$ cat src/rtl/hack_run_controller.sv
// Run/halt/step sequencer for the Hack core: divides clk_in into a CPU strobe and debounces the board button.
// Latency: btn->debounced level 2+DEBOUNCE_CYCLES cycles; button events change state on the next edge. There is no backpressure.
module hack_run_controller #(
  parameter int CLK_DIV           = 4,
  parameter int DEBOUNCE_CYCLES   = 1000000,
  parameter int LONG_PRESS_CYCLES = 100000000,
  parameter int RESET_TICKS       = 16,
  parameter int START_RUN         = 1
) (
  input  logic        clk_in,
  input  logic        reset,
  input  logic        btn,
  output logic        cpu_ce,
  output logic        cpu_reset,
  output logic        led,
  output logic [15:0] cycle_count
);

  localparam int DIV_W = (CLK_DIV > 1) ? $clog2(CLK_DIV) : 1;
  localparam int DB_W  = $clog2(DEBOUNCE_CYCLES + 1);
  localparam int LP_W  = $clog2(LONG_PRESS_CYCLES + 1);
  localparam int RT_W  = $clog2(RESET_TICKS + 1);

  localparam logic [DIV_W-1:0] DIV_LAST = DIV_W'(CLK_DIV - 1);
  localparam logic [DB_W-1:0]  DB_LAST  = DB_W'(DEBOUNCE_CYCLES - 1);
  localparam logic [LP_W-1:0]  LP_MAX   = LP_W'(LONG_PRESS_CYCLES);
  localparam logic [RT_W-1:0]  RT_LAST  = RT_W'(RESET_TICKS - 1);

  typedef enum logic [1:0] {
    S_RESET_HOLD = 2'd0,
    S_RUN        = 2'd1,
    S_HALT       = 2'd2,
    S_STEP       = 2'd3
  } state_t;

  state_t            state_q, state_d;
  logic              sync1_q, sync1_d;
  logic              sync2_q, sync2_d;
  logic              db_q, db_d;
  logic [DB_W-1:0]   db_cnt_q, db_cnt_d;
  logic [LP_W-1:0]   press_cnt_q, press_cnt_d;
  logic              long_fired_q, long_fired_d;
  logic [DIV_W-1:0]  div_q, div_d;
  logic [RT_W-1:0]   rt_cnt_q, rt_cnt_d;
  logic [15:0]       cc_q, cc_d;

  logic tick;
  logic db_flip;
  logic long_evt;
  logic short_evt;

  always_comb begin
    sync1_d      = btn;
    sync2_d      = sync1_q;
    db_d         = db_q;
    db_cnt_d     = db_cnt_q;
    press_cnt_d  = press_cnt_q;
    long_fired_d = long_fired_q;
    div_d        = div_q;
    rt_cnt_d     = rt_cnt_q;
    state_d      = state_q;
    cc_d         = cc_q;
    db_flip      = 1'b0;

    tick  = (div_q == DIV_LAST);
    div_d = tick ? '0 : div_q + 1'b1;

    if (sync2_q != db_q) begin
      if (db_cnt_q == DB_LAST) begin
        db_flip  = 1'b1;
        db_d     = sync2_q;
        db_cnt_d = '0;
      end else begin
        db_cnt_d = db_cnt_q + 1'b1;
      end
    end else begin
      db_cnt_d = '0;
    end

    // A press that reaches the long threshold on its release cycle counts as long only.
    long_evt  = !db_q && (press_cnt_q == LP_MAX) && !long_fired_q;
    short_evt = !db_q && db_flip && !long_fired_q && (press_cnt_q != LP_MAX);

    if (db_q || db_flip) begin
      press_cnt_d  = '0;
      long_fired_d = 1'b0;
    end else begin
      if (press_cnt_q != LP_MAX) begin
        press_cnt_d = press_cnt_q + 1'b1;
      end
      if (long_evt) begin
        long_fired_d = 1'b1;
      end
    end

    case (state_q)
      S_RESET_HOLD: begin
        if (tick) begin
          if (rt_cnt_q == RT_LAST) begin
            rt_cnt_d = '0;
            state_d  = (START_RUN != 0) ? S_RUN : S_HALT;
          end else begin
            rt_cnt_d = rt_cnt_q + 1'b1;
          end
        end
      end
      S_RUN: begin
        if (long_evt) begin
          state_d = S_RESET_HOLD;
        end else if (short_evt) begin
          state_d = S_HALT;
        end
      end
      S_HALT: begin
        if (long_evt) begin
          state_d = S_RUN;
        end else if (short_evt) begin
          state_d = S_STEP;
        end
      end
      S_STEP: begin
        if (tick) begin
          state_d = S_HALT;
        end
      end
      default: state_d = S_RESET_HOLD;
    endcase

    cpu_ce    = tick && ((state_q == S_RUN) || (state_q == S_STEP) || (state_q == S_RESET_HOLD));
    cpu_reset = (state_q == S_RESET_HOLD);
    led       = (state_q == S_RUN);

    if ((state_d == S_RESET_HOLD) && (state_q != S_RESET_HOLD)) begin
      cc_d = '0;
    end else if (cpu_ce && (state_q != S_RESET_HOLD)) begin
      cc_d = cc_q + 16'd1;
    end
  end

  assign cycle_count = cc_q;

  always_ff @(posedge clk_in) begin
    if (reset) begin
      state_q      <= S_RESET_HOLD;
      sync1_q      <= 1'b1;
      sync2_q      <= 1'b1;
      db_q         <= 1'b1;
      db_cnt_q     <= '0;
      press_cnt_q  <= '0;
      long_fired_q <= 1'b0;
      div_q        <= '0;
      rt_cnt_q     <= '0;
      cc_q         <= '0;
    end else begin
      state_q      <= state_d;
      sync1_q      <= sync1_d;
      sync2_q      <= sync2_d;
      db_q         <= db_d;
      db_cnt_q     <= db_cnt_d;
      press_cnt_q  <= press_cnt_d;
      long_fired_q <= long_fired_d;
      div_q        <= div_d;
      rt_cnt_q     <= rt_cnt_d;
      cc_q         <= cc_d;
    end
  end

endmodule
$ cat config.mk
export PLATFORM = sky130hd
export DESIGN_NAME = hack_run_controller
export DESIGN_NICKNAME = d
export VERILOG_FILES = /design/src/rtl/hack_run_controller.sv
export SDC_FILE = /design/constraint.sdc
export NUM_CORES = 1
export LEC_CHECK = 0
export CAP_MARGIN = 20
export CORE_UTILIZATION = 40
export CTS_BUF_LIST = sky130_fd_sc_hd__clkbuf_4
export DETAILED_ROUTE_END_ITERATION = 12
export GPL_TIMING_DRIVEN = 0
export MAX_ROUTING_LAYER = met4
export PLACE_DENSITY = 0.55
export SLEW_MARGIN = 30
export SYNTH_ARGS = -nofsm -noshare
export SYNTH_HDL_FRONTEND = slang
export SYNTH_SLANG_ARGS = --single-unit
$ cat constraint.sdc
create_clock -name clk_in -period 3.7 [get_ports clk_in]
set_input_delay 0.925 -clock clk_in [delete_from_list [all_inputs] [get_ports clk_in]]
set_output_delay 0.925 -clock clk_in [all_outputs]
set_load 0.1 [all_outputs]
Word level (Yosys, flattened, before mapping)
Cells that the tools add are included.
{"block": "totals", "register_bits": 76, "out_inout_bits": 19, "word_cells": 58}
{"block": "op_classes", "addsub": 5, "n_eq_ne": 9, "muxes": 11, "bitwise_logic": 1, "n_reduce_logical": 22}
{"cell": "$add 27x1->27 const B", "n": 1}
{"cell": "$eq 27x27->1 const B", "n": 1}
{"cell": "$ne 27x27->1 const B", "n": 1}
{"cell": "$add 20x1->20 const B", "n": 1}
{"cell": "$eq 20x20->1 const B", "n": 1}
{"cell": "$add 16x1->16 const B", "n": 1}
{"cell": "$mux 2", "n": 7}
{"cell": "$logic_and 1x1->1", "n": 8}
{"cell": "$pmux 2 s4", "n": 1}
{"cell": "$eq 2x2->1 const B", "n": 3}
{"cell": "$reduce_or 2->1", "n": 3}
{"cell": "$add 5x1->5 const B", "n": 1}
{"cell": "$eq 5x4->1 const B", "n": 1}
{"cell": "$mux 5", "n": 1}
{"cell": "$logic_not 2->1", "n": 2}
{"cell": "$reduce_and 2->1", "n": 2}
{"cell": "$logic_or 1x1->1", "n": 3}
{"cell": "$reduce_or 3->1", "n": 1}
{"cell": "$add 2x1->2 const B", "n": 1}
{"cell": "$eq 2x1->1 const B", "n": 1}
{"cell": "$logic_not 1->1", "n": 2}
{"cell": "$mux 1", "n": 2}
{"cell": "$reduce_bool 2->1", "n": 1}
{"cell": "$ne 1x1->1", "n": 1}
{"cell": "$not 1->1", "n": 1}

Depth between registers and ports, before layout
{"block": "logic_depth", "ltp_word": 12, "depth_mapped": 9, "ltp_nobuf": 7}

Worst setup path after synthesis
No wires, ideal clock.
{"block": "synth_timing", "kind": "register to output", "from": "reg state_q[0]", "to": "out cpu_reset", "arrival_ns": 1.801, "setup_slack_ns": 0.974, "path_stages_with_launch": 3, "path_buffers": 1, "cell_sequence": "dfxtp_1 -> buf_2 -> nor2_1"}
{"block": "synth_via", "elab_chain_len": 1}
{"element": "from (decl)", "line_no": "36", "text": "state_t state_q, state_d;"}
{"element": "from (signal assigned)", "line_no": "155", "text": "state_q <= state_d;"}
{"element": "$logic_not 2->1", "line_no": "130", "text": "cpu_reset = (state_q == S_RESET_HOLD);"}
{"element": "to (decl)", "line_no": "14", "text": "output logic cpu_reset,"}
No other way between the ends.

Worst setup path after layout
Same ends and word-level chain as after synthesis.

==> out/qor.yml <==
finalSetupViolations: 0
power_leakage_nw: 1.33
antenna_found_initial: 0
async_reset_ff_frac: 0
areaGrowthSynthToFinish_pct: 14.1
ir_drop_mv: 0.193
path_class: "flop to output pin"
maxCapViolCount: 0
grt_max_degree: 13
grt_pass1_wl_um: 11300
cp.arrival_ns: 2.32
ys_types: 47
worst_slack_ns: 0.454
synth_edf_count: 0
hold_depth: 1
ys_warn_count: 0
drv_slew: 0
worstSetupStartpoint: "state_q[0]"
timing.setup.tns_ns: 0
drive_above_1_share: 0.0755
postSynthCellCount: 389
rows: 33
clockRootBuffer: "clkbuf_4"
synth_fp_nets: 398
tightestPinTransition_ns: 0.971
clock_sinks: 76
r2r_setup_slack_ns: 1.54
synthesis.area_mm2: 0.00348
fmax_ghz: 0.308
die_w_um: 95.3
worst_hold_path_type: "flop to flop"
critPathMaxFanout: 10
io_pins: 22
ys_ff_latch: 76
total_power_w: 0.00140
drcViolationCount: 0
synth.area.top_cells: "dfxtp_1, xor2_1, nor2_1"
cts_hold_repair.buffers: 0
holdCritStartpoint: "sync1_q"
synth_common_cells: "dfxtp_1, nor2_1, xor2_1"
track_usage: 0.165
cts_buffers: 9
critPathCaptureType: "output pin"
worstPathCellList: "buf_2 -> nor2_1 -> clkdlybuf4s50_1"
via_per_inst: 4.97
synth.avg_cell_area_um2: 8.94
ant_nets: 0
cpMaxStageDelayCell: "clkdlybuf4s50_1"
cts.reportedPaths.clkPinSlew_ns: 0.12
grt_pass1_vias: 2556
slew_headroom: 0.351
p_per_area_mw_per_mm2: 353
yosys.area.top_type: "dfxtp_1"
holdWs_ns: 0.433
cts_buffer_depth: 2
synth.most_common_cell: "dfxtp_1"
crit_path_max_incr_delay_ns: 1.18
synth_top_area_frac: 0.437
r2r_end: "cycle_count[13]"
rsz0062_at_grt: "no"
antenna_cells: 0
outcome: "finished, final reports clean"
dp_slack_ns: 0.593
fin_crit_ns: 3.25
rr_startpoint: "div_q[0]"
routed_wl_um: 6430
reg2reg_depth: 7
cp-start-kind: "flop"
hold_end: "sync2_q"
io_buffers: 21
dr.pass1.iters: 4
drt_iter0_markers: 77
initial_core_util: 0.419
dp_hpwl_um: 4620
place_congestion: 0.773
cts_tree: "yes"
htreeDepth: 3
vias: 2629
wl_per_cell_um: 12.2
ys.flop_type: "dfxtp_1"
hold_violations: 0
fillers: 817
fin_skew_ns: 0.0190
die_h_um: 95.3
core-area_mm2: 0.00830
die-area_mm2: 0.00907
fin_crit_sh: 0.877
nets: 430
global_route.overflow_total: 0
crit_required_ns: 2.77
ys_seq_area_frac: 0.437
insertion_delay_ns: 0.42
==> cell type report <==
class	instances	area, um2	area share
Inverter	14	52.6	0.0132
Multi-Input combinational cell	286	1800	0.454
Tap cell	105	131	0.0331
Sequential cell	76	1520	0.383
Timing Repair Buffer	21	213	0.0536
Buffer	13	103	0.0259
Clock buffer	9	67.6	0.0170
Clock inverter	5	78.8	0.0199
==> worst max-delay path: cells and delay by family (launching register included) <==
kind	cells	cell delay (ns)
buf+inv	2	1.36
flops	1	0.33
simple gates	1	0.23
==> through the flow <==
step	instance area, um2	util	cells
CTS	3970	0.478	529
global placement	3820	0.460	515
finish	3970	0.478	529
global route	3970	0.478	529
detailed placement	3820	0.460	515
floorplan	3480	-	389
==> worst max-delay path by stage <==
stage,to,slack (ns),cells after the start
final,cpu_reset,0.45,3
after global routing,led,0.35,4
after CTS,cpu_ce,0.08,4
after detailed placement,cpu_ce,0.59,4
after global placement,cpu_ce,0.58,4
after floorplan,cpu_reset,0.97,2
==> routing by layer <==
layer	vias to the layer above	track usage	wire length, um
met5	-	-	0
met2	23	0.262	2900
li1	1392	-	-
met1	1206	0.201	3300
met3	8	0.0502	182
met4	0	0.0492	50
==> sequential cells by signal (all words and copies together), names as in the netlist <==
| register | count |
|---|---|
| long_fired_q | 1 |
| press_cnt_q | 27 |
| div_q | 2 |
| db_cnt_q | 20 |
| db_q | 1 |
| sync1_q | 1 |
| rt_cnt_q | 5 |
| cycle_count | 16 |
| sync2_q | 1 |
| state_q | 2 |
==> kinds of logic (layout without fill, tap and decap cells) <==
group | Yosys count | after routing | synth area share
xor gates and xnor gates | 60 | 60 | 0.151
and+or+nand+nor | 197 | 197 | 0.297
AOI/OAI and AO/OA | 19 | 19 | 0.0367
DFF | 76 | 76 | 0.437
adders and majority gates | 6 | 6 | 0.0216
muxes | 4 | 4 | 0.0119
buffers and inverters | 27 | 62 | 0.0446
==> placed cells by master (no fill, tap or decap), drive strengths merged, types with 9 or more instances in the layout <==
| master | netlist | layout |
|---|---|---|
| a21oi | 11 | 11 |
| xor2 | 34 | 34 |
| nand2 | 26 | 26 |
| dfxtp | 76 | 76 |
| clkbuf | 6 | 15 |
| clkdlybuf4s50 | 0 | 20 |
| nand3 | 23 | 23 |
| inv | 14 | 14 |
| xnor2 | 26 | 26 |
| nor2 | 64 | 64 |
| nor4 | 9 | 9 |
| nand4 | 18 | 18 |
| nor3 | 24 | 24 |
==> timing repair <==
| action | CTS | global route |
|---|---|---|
| setup endpoints to repair | 0 | 1 |
| buffers inserted | 0 | 0 |
| resized for setup | 0 | 1 |
==> where the power goes <==
part | internal, W | switching [W] | total (W)
clock network | 0.000265 | 0.000282 | 0.000547
registers | 0.000823 | 0.00000288 | 0.000826
logic | 0.00000966 | 0.0000197 | 0.0000294
Power figures use the tool's default switching activity.
